## src/rtl/instruction_fetcher.sv

```systemverilog
// Instruction fetch unit: walks the PC through the icache. A hit pushes straight
// into the instruction queue. A miss issues a single memory-controller request,
// then fills the icache and pushes the returned word. Redirects from commit
// replace the PC, and any request still in flight is drained and its data dropped.
module instruction_fetcher #(
   parameter int                ADDR_W   = 32,
   parameter int                INST_W   = 32,
   parameter logic [ADDR_W-1:0] RESET_PC = '0
) (
   input  logic              clk_in,
   input  logic              rst_in,
   input  logic              rdy_in,
   output logic [ADDR_W-1:0] if_to_ic_inst_addr,
   input  logic              ic_to_if_hit,
   input  logic [INST_W-1:0] ic_to_if_hit_inst,
   output logic [INST_W-1:0] if_to_ic_inst,
   output logic              if_to_ic_inst_valid,
   output logic              mc_req,
   output logic [ADDR_W-1:0] mc_addr,
   input  logic              mc_done,
   input  logic [INST_W-1:0] mc_data,
   input  logic              iq_full,
   output logic              iq_valid,
   output logic [INST_W-1:0] iq_inst,
   output logic [ADDR_W-1:0] iq_pc,
   input  logic              redirect,
   input  logic [ADDR_W-1:0] redirect_pc
);

   typedef enum logic [1:0] {FETCH, WAIT_MEM, DISCARD} state_t;

   state_t            state, state_nx;
   logic [ADDR_W-1:0] pc, pc_nx;
   logic              mc_req_nx;
   logic [ADDR_W-1:0] mc_addr_nx;
   logic              iq_valid_nx;
   logic [INST_W-1:0] iq_inst_nx;
   logic [ADDR_W-1:0] iq_pc_nx;
   logic [ADDR_W-1:0] pc_inc;

   // Modulo-2^ADDR_W increment, so the PC wraps from all-ones-minus-3 back to 0.
   assign pc_inc = pc + ADDR_W'(4);

   // The lookup address always tracks the PC. Fill data is passed straight through
   // from memory and strobed only when a returning word is actually kept.
   assign if_to_ic_inst_addr  = pc;
   assign if_to_ic_inst       = mc_data;
   assign if_to_ic_inst_valid = rdy_in && (state == WAIT_MEM) && mc_done && !redirect;

   // State register. Reset is asynchronous and abandons any in-flight request.
   always_ff @(posedge clk_in or negedge rst_in) begin
      if (!rst_in) begin
         state    <= FETCH;
         pc       <= RESET_PC;
         mc_req   <= 1'b0;
         mc_addr  <= '0;
         iq_valid <= 1'b0;
         iq_inst  <= '0;
         iq_pc    <= '0;
      end else begin
         state    <= state_nx;
         pc       <= pc_nx;
         mc_req   <= mc_req_nx;
         mc_addr  <= mc_addr_nx;
         iq_valid <= iq_valid_nx;
         iq_inst  <= iq_inst_nx;
         iq_pc    <= iq_pc_nx;
      end
   end

   // Next-state logic. When rdy_in is low everything holds and the push pulse
   // drops, and an mc_done seen in that cycle is ignored.
   always_comb begin
      state_nx    = state;
      pc_nx       = pc;
      mc_req_nx   = mc_req;
      mc_addr_nx  = mc_addr;
      iq_valid_nx = 1'b0;
      iq_inst_nx  = iq_inst;
      iq_pc_nx    = iq_pc;
      if (rdy_in) begin
         case (state)
            FETCH: begin
               if (redirect) begin
                  pc_nx = redirect_pc;
               end else if (!iq_full) begin
                  if (ic_to_if_hit) begin
                     iq_valid_nx = 1'b1;
                     iq_inst_nx  = ic_to_if_hit_inst;
                     iq_pc_nx    = pc;
                     pc_nx       = pc_inc;
                  end else begin
                     // The free queue slot seen here is reserved for the miss return.
                     mc_req_nx  = 1'b1;
                     mc_addr_nx = pc;
                     state_nx   = WAIT_MEM;
                  end
               end
            end
            WAIT_MEM: begin
               if (mc_done && redirect) begin
                  mc_req_nx = 1'b0;
                  pc_nx     = redirect_pc;
                  state_nx  = FETCH;
               end else if (mc_done) begin
                  iq_valid_nx = 1'b1;
                  iq_inst_nx  = mc_data;
                  iq_pc_nx    = pc;
                  pc_nx       = pc_inc;
                  mc_req_nx   = 1'b0;
                  state_nx    = FETCH;
               end else if (redirect) begin
                  pc_nx    = redirect_pc;
                  state_nx = DISCARD;
               end
            end
            DISCARD: begin
               if (redirect) pc_nx = redirect_pc;
               if (mc_done) begin
                  mc_req_nx = 1'b0;
                  state_nx  = FETCH;
               end
            end
            default: state_nx = FETCH;
         endcase
      end
   end

endmodule

```

## config.mk

```make
export PLATFORM = sky130hd
export DESIGN_NAME = instruction_fetcher
export DESIGN_NICKNAME = d
export VERILOG_FILES = /design/src/rtl/instruction_fetcher.sv
export SDC_FILE = /design/constraint.sdc
export NUM_CORES = 1
export LEC_CHECK = 0
export BUFFER_PORTS_ARGS = -buffer_cell sky130_fd_sc_hd__buf_2
export CAP_MARGIN = 20
export CORE_MARGIN = 2
export CORE_UTILIZATION = 45
export CTS_CLUSTER_DIAMETER = 60
export DETAILED_ROUTE_END_ITERATION = 8
export GPL_TIMING_DRIVEN = 0
export PLACE_DENSITY = 0.74
export SKIP_LAST_GASP = 1
export SLEW_MARGIN = 30
export SYNTH_ARGS = -nofsm -noshare
export SYNTH_HDL_FRONTEND = slang
export SYNTH_SLANG_ARGS = --single-unit
```

## constraint.sdc

```tcl
create_clock -name clk_in -period 3.8 [get_ports clk_in]
set_clock_uncertainty 0.15 [all_clocks]
set_input_delay 0.38 -clock clk_in [delete_from_list [all_inputs] [get_ports clk_in]]
set_output_delay 0.38 -clock clk_in [all_outputs]
set_load 0.05 [all_outputs]
```

==> impl_results.md, run 1 <==
- Outcome: finished, final reports clean
- Insertion delay to the later sink of the worst-skew pair: 0.42 ns
- CP max FO: 10
- Yosys top cell area share: 45.0%
- Die Wd: 132 microns
- Power per cell area: 1090 nW/um^2
- Clk sinks: 132
- Crit path time final: about 3.1 ns
- Clock group share of total power: 16.1%
- RSZ-0062 raised after global routing: no
- Async SR Flop Fraction: 100%
- Unique masters post-synth: 70
- CP required: just under 4 ns
- Die Ht: 132 microns
- Sw frac: between 50% and 60%
- Max cap viols: 0
- Share of cells above drive strength 1: 39.8%
- Largest net degree at the start of global routing: just under 70
- GRT busiest layer: met2
- Final setup TNS: 0 ns
- Syn Nets: 864
- Initial Util: 46.2%
- Fin. Hold Viols: 0
- Sequential share of the synthesized area: between 40% and 50%
- Worst setup path class: register to register
- DR WL/cell: between 15 and 20 microns
- CTS Hold Bufs: 1
- Die area: 17300 sq um
- Clock Pin Slew Worst Setup and Hold Paths: approximately 0.06 ns
- DRC: 0
- Port-buffer cells: 264
- Cells after Synth: 756
- Max-slew violation count: 0
- Synth top area cells: dfrtp_1 (45%), mux2_2 (9.5%), a21oi_1 (5.3%)
- Synth Warn #: 0
- Drt via density: 5.61
- CP Capture Type: register
- Max VDD drop: around 0.77 mV
- Simple-gate portion of the synthesized area: 14.0%
- Met2 Track Usage GR: between 40% and 50%
- Max-slew headroom: 45.8%
- Least-Margin Pin Slew: 0.814 ns
- TritonCTS clock tree: done
- Avg Inst Size Synth: 9.70 sq um
- Max Fclk: 319 MHz
- Leakage: 4.56 nW
- Htree depth: 4
- Antenna viol nets, final: 0
- Leading area contributor after synthesis: dfrtp_1
- Hold path depth: 2
- Post-synthesis compound-gate area fraction: 17.9%
- Pwr Total: 10.5 mW
- Count leader, synth: dfrtp_1
- Post-Synth XOR/XNOR Area: 0.597%
- Switching power: roughly 5.6 mW
- Root Driver: clkbuf_16
- Largest family of logic cells by synthesized area: compound AO/OA/AOI/OAI gates
- Clk buf depth: 2
- Mux cell area share after synthesis: 14.2%
- Initial antenna violation count: 3
- DRT iter0 DRCs: roughly 650
- Post-synth EDFFs: 0
- Drt total wl: 23800 microns
- Total number of vias: 7126
- CP max stage delay: 0.66 ns
- Synth-to-Final Area Change: 30.5%
- Number of synthesized register bits: ~130
- Final design utilization: 60.3%
- I/O pins: 266
- Postcts setup bufs: 0
- Final Net Count: 1149
- Total gr overflow: 0
- Final setup viols: 0
- CP cell instances: inv_1 > ha_1 > buf_2 > nand2b_1 > o2111ai_1 > a21oi_1 > clkbuf_1 > buf_2 > a21oi_1
- Vias in the first global route: between 6000 and 7000
- CTS resizes: 0
- Adder-cell share of the synthesized area: 0.853%
- Most common library cells after synthesis: dfrtp_1 (132), a21oi_1 (78), nor2_1 (69), mux2_2 (62), o21ai_0 (60)
- Routability cong.: 0.955
- Power Internal: 4.85 mW
- Mapped cell area: 7330 sq um
- Min-delay worst type: input port to register
- All-Layer GR Usage: 27.2%
- Met1 Use GR: 36.1%
- Slowest CP cell: clkbuf_1
- Startpoint types: register
- Core Footprint: 15900 sq um
- Reg2Reg Depth: 9
- Floorplan row count: 46
- Worst EP arrival: about 3.3 ns
- M3 GR Usage: 6.33%
- Global-route wire length before repair: 37100 microns
- HPWL Detailed: 17200 microns
- Seq pwr share: around a quarter
- Fin crit share: between 80 and 90%
- Drt first pass iters: 8
- Comb pwr share: about three fifths
- Prevailing post-synth register cell: dfrtp_1
- CTS buffer count: 17
[cells in the final DEF (no fill, tap or decap), types with 4 or more instances in the layout]
cell type  Yosys  final
nand2_1       57     57
nand4_1        6      6
xnor2_1        4      4
mux2i_1       34     34
nand2b_1       5      5
and2_1         5      5
a32oi_1        4      4
ha_1           5      5
nor2b_1        5      5
a21o_1         4      4
nor3_1         7      7
nand3_1       17     17
mux2_2        62     62
buf_2         14    277
bufinv_16      0      4
a21oi_1       78     78
inv_1         10     10
and3_1        11     11
a31oi_1        7      7
or3_1          5      5
nor2_1        69     69
clkbuf_16      0     17
a22oi_1        5      5
a211oi_1       5      5
buf_4         33     33
buf_1          4      4
clkbuf_1      29     32
a221oi_1       7      7
o21a_1         5      5
o21ai_0       60     60
dfrtp_1      132    132
[final timing paths]
check,from,end,slack (ns)
max in group asynchronous,rst_in,iq_inst[24]$_DFFE_PN0P_,2.45
worst max-delay path,state[1]$_DFFE_PN0P_,iq_inst[12]$_DFFE_PN0P_,0.66
worst max register to register,state[1]$_DFFE_PN0P_,iq_inst[12]$_DFFE_PN0P_,0.66
worst min register to register,mc_addr[13]$_DFFE_PN0P_,mc_addr[13]$_DFFE_PN0P_,0.33
worst min-delay path,redirect_pc[1],if_to_ic_inst_addr[1]$_DFFE_PN0P_,0.07
min in group asynchronous,rst_in,mc_addr[20]$_DFFE_PN0P_,0.35
[critical path: cells and delay by family (launching register included)]
family,cells,cell delay (ns)
simple gates,1,0.13
buf+inv,4,1.28
flops,1,0.39
fa+ha+maj,1,0.17
compound gates,3,0.88
[metrics by stage]
stage,area (sq um),hold slack [ns],std cells,worst slack [ns]
after floorplan,7330,-0.0656,756,1.16
after global placement,8930,0.308,1236,0.377
after detailed placement,8960,0.209,1237,0.671
after CTS,9570,0.0511,1268,0.662
after global routing,9570,0.0584,1269,0.460
final,9570,0.0652,1270,0.664
[kinds of logic (layout without fill, tap and decap cells)]
group	count (synthesis)	after routing
AOI/OAI and AO/OA	215	215
xor gates and xnor gates	5	5
adders and majority gates	5	5
buffers and inverters	97	393
DFF	132	132
muxes	96	96
other	0	2
and+or+nand+nor	206	206
[layout make-up]
type	instances	area, sq um
flip-flops and latches	132	3300
plain buffers	85	503
repair buffers	266	1370
multi-input cells	527	3480
fillers	1426	6310
diodes	2	5.00
clock buffers	20	437
inverters	12	45.0
clock inverters	10	159
well taps	216	270
[metal layers]
metal / share of wire, % / wire, microns
met4: 3.4 / 809
met1: 42 / 9950
met2: 46 / 11000
met3: 8.5 / 2030
met5: 0 / 0
[power by group through the flow]
stage          Clock (mW)  Sequential [mW]  Combinational (mW)
2_1_floorplan           0             4.82                2.29
3_3_place_gp            0             2.59                6.03
3_5_place_dp            0             2.62                6.09
4_1_cts              1.71             2.61                6.12
5_1_grt              1.77             2.72                6.51
6_report             1.69             2.61                6.16
[flip-flops by register name, indices dropped and copies added (netlist names)]
signal and cells:
iq_valid 1, iq_pc 32, mc_addr 32, iq_inst 32, mc_req 1, if_to_ic_inst_addr 32, state 2
(Power assumes the default switching activity.)
==> run 2, diff against run 1 <==
==> constraint.sdc (replaced) <==
create_clock -name clk_in -period 3.2 [get_ports clk_in]
set_clock_uncertainty 0.15 [all_clocks]
set_input_delay 0.32 -clock clk_in [delete_from_list [all_inputs] [get_ports clk_in]]
set_output_delay 0.32 -clock clk_in [all_outputs]
set_load 0.05 [all_outputs]
==> run 2 against run 1 <==
  * Critical path depth increased by 1
  * Largest cell class unchanged
  * Maximum frequency increased by 6.3%
  * Critical path type unchanged
  * Sequential power increased by 19%
  * Largest power group unchanged
  * Global-route usage about the same
  * Utilization increased by 0.14 points
==> impl_results.md, run 2 (synthesized netlist as in run 1, its figures left out) <==
- CTS buffer count: 17 (unchanged)
- Routability cong.: 0.955 (unchanged)
- Drt via density: 5.60 (was 5.61)
- CP max FO: 10 (unchanged)
- Final setup viols: 0 (unchanged)
- Seq pwr share: 25.0% (about the same)
- DRT iter0 DRCs: 696 (was 646)
- Die area: 17300 sq um (unchanged)
- CP cell instances: inv_1 > ha_1 > buf_2 > inv_1 > a21oi_1 > clkbuf_1 > a221oi_1 > a21oi_1 > nor3_1 > a211oi_1 (was inv_1 > ha_1 > buf_2 > nand2b_1 > o2111ai_1 > a21oi_1 > clkbuf_1 > buf_2 > a21oi_1)
- Leakage: 4.58 nW (was 4.56 nW)
- Max Fclk: 339 MHz (was 319 MHz)
- DRC: 0 (unchanged)
- Antenna viol nets, final: 0 (unchanged)
- Postcts setup bufs: 0 (unchanged)
- Fin. Hold Viols: 0 (unchanged)
- Clock Pin Slew Worst Setup and Hold Paths: 0.06 ns (about the same)
- Commonest non-fill, non-tap cell in the layout: buf_2 (unchanged)
- Slowest CP cell: a21oi_1 (was clkbuf_1)
- Final Cell Area: 9600 sq um (was 9570 sq um)
- Die Wd: 132 microns (unchanged)
- Least-Margin Pin Slew: 0.822 ns (was 0.814 ns)
- Clk buf depth: 2 (unchanged)
- Met1 Use GR: 36.1% (about the same)
- HPWL Detailed: 17200 microns (unchanged)
- Min-delay worst type: input port to register (unchanged)
- Final design utilization: 60.4% (was 60.3%)
- Sw frac: 53.6% (about the same)
- Final setup TNS: 0 ns (unchanged)
- Vias in the first global route: 6970 (was 6939)
- Max cap viols: 0 (unchanged)
- RSZ-0062 raised after global routing: no (unchanged)
- Final Net Count: 1151 (was 1149)
- Total gr overflow: 0 (unchanged)
- CP max stage delay: 0.51 ns (was 0.66 ns)
- Floorplan row count: 46 (unchanged)
- Comb pwr share: 58.9% (about the same)
- Drt first pass iters: 7 (was 8)
- CP Capture Type: register (unchanged)
- CP bufs+invs: 4 (unchanged)
- GRT busiest layer: met2 (unchanged)
- Crit path time final: 2.95 ns (was 3.14 ns)
- Switching power: 6.67 mW (was 5.61 mW)
- Htree depth: 4 (unchanged)
- Max-slew headroom: 45.2% (was 45.8%)
- Core Footprint: 15900 sq um (unchanged)
- M3 GR Usage: 6.13% (was 6.33%)
- Cell family with most CP delay: compound AO/OA/AOI/OAI gates (was buffers and inverters)
- Worst setup path class: register to register (unchanged)
- Commonest non-fill, non-tap cells in the layout: buf_2 (277), dfrtp_1 (132), a21oi_1 (78) (unchanged)
- Fin crit share: 92.2% (was 82.5%)
- Power Internal: 5.76 mW (was 4.85 mW)
- Startpoint types: register (unchanged)
- TritonCTS clock tree: done (unchanged)
- Die Ht: 132 microns (unchanged)
- Initial Util: 46.2% (unchanged)
- Largest net degree at the start of global routing: 68 (unchanged)
- Clk sinks: 132 (unchanged)
- Clock group share of total power: 16.1% (about the same)
- Outcome: finished, final reports clean (unchanged)
- Drt total wl: 23800 microns (about the same)
- Synth-to-Final Area Change: 30.8% (was 30.5%)
- I/O pins: 266 (unchanged)
- Total number of vias: 7125 (was 7126)
- Root Driver: clkbuf_16 (unchanged)
- Pwr Total: 12.4 mW (was 10.5 mW)
- CP required: 3.38 ns (was 3.94 ns)
- Port-buffer cells: 264 (unchanged)
- Power per cell area: 1290 nW/um^2 (was 1090 nW/um^2)
- Global-route wire length before repair: 37200 microns (was 37100 microns)
- Worst EP arrival: 3.13 ns (was 3.28 ns)
- All-Layer GR Usage: 27.2% (about the same)
- Max VDD drop: 0.918 mV (was 0.774 mV)
- Initial antenna violation count: 3 (unchanged)
- Share of cells above drive strength 1: 39.9% (was 39.8%)
- Met2 Track Usage GR: 42.3% (was 42.5%)
- Max-slew violation count: 0 (unchanged)
- DR WL/cell: 18.7 microns (about the same)
- Insertion delay to the later sink of the worst-skew pair: 0.42 ns (about the same)
- Post-DP Area: 8960 sq um (unchanged)
## run 2: metrics by stage
stage,setup slack (ns),instances,hold WS [ns]
finish,0.250,1272,0.0446
global route,0.0501,1271,0.0419
CTS,0.0617,1270,0.0278
detailed placement,0.0863,1237,0.149
global placement,-0.163,1236,0.308
floorplan,0.556,756,-0.126
## run 2: area by class of cell
type,count,area [sq um]
Antenna cell,2,5.00
Inverter,12,45.0
Timing Repair Buffer,268,1390
Clock inverter,10,159
Tap cell,216,270
Multi-Input combinational cell,527,3480
Fill cell,1425,6290
Sequential cell,132,3300
Buffer,85,505
Clock buffer,20,437
## run 2: repair_timing
action	CTS	global route
hold endpoints to repair	67	0
endpoints found under the setup margin	0	34
resized for setup	0	4
hold buffers	3	0
## run 2: worst paths after layout
path / from / to / slack (ns) / depth (start not counted)
max in group asynchronous: rst_in / iq_inst[24]$_DFFE_PN0P_ / 1.91 / 3
worst max-delay path: state[0]$_DFFE_PN0P_ / if_to_ic_inst_addr[30]$_DFFE_PN0P_ / 0.25 / 10
worst max register to register: state[0]$_DFFE_PN0P_ / if_to_ic_inst_addr[30]$_DFFE_PN0P_ / 0.25 / 10
worst min-delay path: ic_to_if_hit_inst[26] / iq_inst[26]$_DFFE_PN0P_ / 0.04 / 3
worst min register to register: mc_addr[13]$_DFFE_PN0P_ / mc_addr[13]$_DFFE_PN0P_ / 0.33 / 2
min in group asynchronous: rst_in / mc_addr[20]$_DFFE_PN0P_ / 0.29 / 2
## run 2: power by group through the flow
stage,sequential [mW],clock [mW],combinational [mW]
after global placement,3.08,0,7.16
after CTS,3.10,2.04,7.28
after global routing,3.23,2.10,7.73
after detailed placement,3.12,0,7.24
after floorplan,5.72,0,2.72
final,3.10,2.01,7.32
## run 2: metal layers
layer | vias up | part of all wire (%)
li1 | 3296 | -
met1 | 3424 | 42
met5 | - | 0
met2 | 349 | 46
met4 | 0 | 3.3
met3 | 56 | 7.9
## run 2: tightest hold or removal path, stage by stage
cell,delay [ns]
buf_2,0.07
mux2i_1,0.05
a21oi_1,0.13
==> run 3, diff against run 2 <==
--- a/config.mk
+++ b/config.mk
@@ -5,6 +5,7 @@
 export SDC_FILE = /design/constraint.sdc
 export NUM_CORES = 1
 export LEC_CHECK = 0
+export ABC_AREA = 1
 export BUFFER_PORTS_ARGS = -buffer_cell sky130_fd_sc_hd__buf_2
 export CAP_MARGIN = 20
 export CORE_MARGIN = 2
@@ -12,7 +13,7 @@
 export CTS_CLUSTER_DIAMETER = 60
 export DETAILED_ROUTE_END_ITERATION = 8
 export GPL_TIMING_DRIVEN = 0
-export PLACE_DENSITY = 0.74
+export PLACE_DENSITY = 0.73
 export SKIP_LAST_GASP = 1
 export SLEW_MARGIN = 30
 export SYNTH_ARGS = -nofsm -noshare
==> run 3 against run 2 <==
  * Routed wire length grew 13%
  * Clock-buffer cell count grew 1
  * First-iteration DRC count shrank 4.7%
  * Utilization shrank 0.31 points
  * Register-to-register slack gained 0.52 ns
  * Total power shrank 1.6%
  * Global-route usage grew 2.9 points
  * Synthesized cell count grew 42%
  * Critical endpoint is now if_to_ic_inst_valid
==> impl_results.md, run 3 <==
- CTS Hold Bufs: 12 (was 3)
- Max Fclk: 332 MHz (was 339 MHz)
- Prevailing post-synth register cell: dfrtp_1 (unchanged)
- RSZ-0062 raised after global routing: no (unchanged)
- Levels on crit path: 8 (was 10)
- Total number of vias: 8372 (was 7125)
- Met1 Use GR: 36.8% (was 36.1%)
- CP max FO: 10 (unchanged)
- Reg2reg end: if_to_ic_inst_addr[29]$_DFFE_PN0P_ (was if_to_ic_inst_addr[30]$_DFFE_PN0P_)
- Reg2Reg Depth: 10 (unchanged)
- Hold endpoint: iq_inst[26]$_DFFE_PN0P_ (unchanged)
- Antenna viol nets, final: 0 (unchanged)
- Synth Warn #: 0 (unchanged)
- Die Ht: 134 microns (was 132 microns)
- Slowest CP cell: nor2_2 (was a21oi_1)
- Die Wd: 134 microns (was 132 microns)
- Count leader, synth: nand2_1 (was dfrtp_1)
- Postcts setup bufs: 0 (unchanged)
- Outcome: finished, final reports clean (unchanged)
- Max-slew violation count: 0 (unchanged)
- R2r startpoint: state[1]$_DFFE_PN0P_ (was state[0]$_DFFE_PN0P_)
- Mapped cell area: 7590 sq um (was 7330 sq um)
- DRC: 0 (unchanged)
- Largest net degree at the start of global routing: 85 (was 68)
- Commonest non-fill, non-tap cell in the layout: nand2_1 (was buf_2)
- Start point of the worst hold path: ic_to_if_hit_inst[26] (unchanged)
- Final setup viols: 0 (unchanged)
- Leakage: 5.17 nW (was 4.58 nW)
- Vias in the first global route: 7966 (was 6970)
- Max cap viols: 0 (unchanged)
- Final setup TNS: 0 ns (unchanged)
- Cell total after placement: 1558 (was 1237)
- Global-route wire length before repair: 41900 microns (was 37200 microns)
- Fin crit share: 94.2% (was 92.2%)
- Power per cell area: 1230 nW/um^2 (was 1290 nW/um^2)
- Number of synthesized register bits: 132 (unchanged)
- Routability cong.: 0.913 (was 0.955)
- Clk sinks: 132 (unchanged)
- Htree depth: 4 (unchanged)
- CP Capture Type: output pin (was register)
- Clock Pin Slew Worst Setup and Hold Paths: 0.06 ns (about the same)
- Hold path depth: 3 (unchanged)
- Fin cells: 1603 (was 1272)
- Drt total wl: 26800 microns (was 23800 microns)
- Max VDD drop: 0.667 mV (was 0.918 mV)
- Floorplan row count: 47 (was 46)
- Cells after Synth: 1073 (was 756)
- Synth top area cells: dfrtp_1 (44%), nand2_1 (16%), nor2_1 (6.5%) (was dfrtp_1 (45%), mux2_2 (9.5%), a21oi_1 (5.3%))
- Pwr Total: 12.2 mW (was 12.4 mW)
- GRT busiest layer: met2 (unchanged)
- Total gr overflow: 0 (unchanged)
- Leading area contributor after synthesis: dfrtp_1 (unchanged)
- CP required: 2.73 ns (was 3.38 ns)
- Worst EP arrival: 2.54 ns (was 3.13 ns)
- HPWL Detailed: 20000 microns (was 17200 microns)
- Async SR Flop Fraction: 100% (unchanged)
- Max-slew headroom: 57.5% (was 45.2%)
- Drt via density: 5.22 (was 5.60)
- Port-buffer cells: 264 (unchanged)
- Core Footprint: 16500 sq um (was 15900 sq um)
- CP max stage delay: 0.50 ns (was 0.51 ns)
- Startpoint types: register (unchanged)
- Initial Util: 45.9% (was 46.2%)
- DR WL/cell: 16.7 microns (was 18.7 microns)
- Post-synth EDFFs: 0 (unchanged)
- Fin. Hold Viols: 0 (unchanged)
- Avg Inst Size Synth: 7.07 sq um (was 9.70 sq um)
- Commonest non-fill, non-tap cells in the layout: nand2_1 (315), buf_2 (277), dfrtp_1 (132) (was buf_2 (277), dfrtp_1 (132), a21oi_1 (78))
- Yosys top cell area share: 43.5% (was 45.0%)
- Cell family with most CP delay: buffers and inverters (was compound AO/OA/AOI/OAI gates)
- Least-Margin Pin Slew: 0.637 ns (was 0.822 ns)
- Most common library cells after synthesis: nand2_1 (315), dfrtp_1 (132), nor2_1 (131), inv_1 (90), o21ai_0 (83) (was dfrtp_1 (132), a21oi_1 (78), nor2_1 (69), mux2_2 (62), o21ai_0 (60))
- CP bufs+invs: 5 (was 4)
- Clk buf depth: 2 (unchanged)
- Sequential share of the synthesized area: 43.5% (was 45.0%)
- Drt first pass iters: 6 (was 7)
- Worst setup path class: register to output pin (was register to register)
- Crit path time final: 3.01 ns (was 2.95 ns)
- TritonCTS clock tree: done (unchanged)
- DRT iter0 DRCs: 663 (was 696)
- All-Layer GR Usage: 30.1% (was 27.2%)
- FF-to-FF setup slack: 0.77 ns (was 0.25 ns)
- Setup WS pre-CTS: 0.628 ns (was 0.0863 ns)
- Min-delay worst type: input port to register (unchanged)
- Worst setup margin: 0.186 ns (was 0.250 ns)
- Die area: 17900 sq um (was 17300 sq um)
- CTS buffer count: 17 (unchanged)
- CTS resizes: 0 (unchanged)
- I/O pins: 266 (unchanged)
- M3 GR Usage: 6.65% (was 6.13%)
- Final Net Count: 1477 (was 1151)
- Unique masters post-synth: 33 (was 70)
- Post-DP Area: 9220 sq um (was 8960 sq um)
- Root Driver: clkbuf_16 (unchanged)
- Synth-to-Final Area Change: 30.9% (was 30.8%)
- Insertion delay to the later sink of the worst-skew pair: 0.43 ns (was 0.42 ns)
- Syn Nets: 1181 (was 864)
- Final Cell Area: 9930 sq um (was 9600 sq um)
- Met2 Track Usage GR: 51.5% (was 42.3%)
- Share of cells above drive strength 1: 26.9% (was 39.9%)
- Initial antenna violation count: 1 (was 3)
- CP cell instances: inv_1 > ha_1 > buf_2 > inv_2 > nor2_2 > inv_1 > nor2_1 > buf_2 (was inv_1 > ha_1 > buf_2 > inv_1 > a21oi_1 > clkbuf_1 > a221oi_1 > a21oi_1 > nor3_1 > a211oi_1)
run 3: changes by cell type in the layout (fill, tap and decap cells not counted), sizes merged, moves of 26 or more:
cell   change
o21ai     +26
nor2      +70
nand2    +261
a31oi     +28
inv       +87
nand3     +52
mux2i     -34
mux2      -62
run 3: worst reg2reg max path, cell delays in order (launching register included):
cell and delay (ns):
dfrtp_1 0.41, inv_1 0.09, ha_1 0.13, buf_2 0.23, inv_2 0.17, nor2_2 0.50, buf_2 0.38, nand3_1 0.12
nand2_1 0.07, nand3_1 0.06, nand2_1 0.06
run 3: final cells by class:
cell class | instances | area, sq um
Antenna cell | 1 | 2.50
Clock buffer | 21 | 460
Sequential cell | 132 | 3300
Fill cell | 1570 | 6590
Timing Repair Buffer | 277 | 1480
Multi-Input combinational cell | 760 | 3430
Inverter | 96 | 363
Buffer | 85 | 492
Tap cell | 220 | 275
Clock inverter | 11 | 126
run 3: through the flow:
step           hold WS (ns)  utilization [%]
3_5_place_dp          0.101             55.8
3_3_place_gp          0.313             55.6
4_1_cts            0.000304             60.1
6_report            0.00975             60.1
2_1_floorplan        -0.126                -
5_1_grt              0.0133             60.1
run 3: worst max path at each step:
stage	startpoint	to	slack [ns]
floorplan	state[1]$_DFFE_PN0P_	if_to_ic_inst_valid	0.86
finish	state[1]$_DFFE_PN0P_	if_to_ic_inst_valid	0.19
detailed placement	state[1]$_DFFE_PN0P_	if_to_ic_inst_valid	0.63
CTS	state[1]$_DFFE_PN0P_	if_to_ic_inst_valid	0.17
global placement	rst_in	iq_inst[23]$_DFFE_PN0P_	-0.27
global route	state[1]$_DFFE_PN0P_	if_to_ic_inst_valid	0.04
run 3: kinds of logic (layout without fill, tap and decap cells):
logic type / count (synthesis) / in the layout / synth area share, %
buffers and inverters: 181 / 490 / 11.3
xor gates and xnor gates: 7 / 7 / 0.808
other: 0 / 1 / 0
and+or+nand+nor: 539 / 539 / 28.7
DFF: 132 / 132 / 43.5
adders and majority gates: 5 / 5 / 0.824
AOI/OAI and AO/OA: 209 / 209 / 14.9
run 3: per-layer routing:
layer  up-vias  routed length, microns
met3        45                    2240
met2       411                   13400
met1      3889                   10400
met5         -                       0
li1       4027                       -
met4         0                     790
run 3: power by group:
part           leakage [nW]  internal [mW]  switching (mW)
logic                  3.31           1.74            5.39
clock network         0.276           1.19           0.782
registers              1.59           2.46           0.672
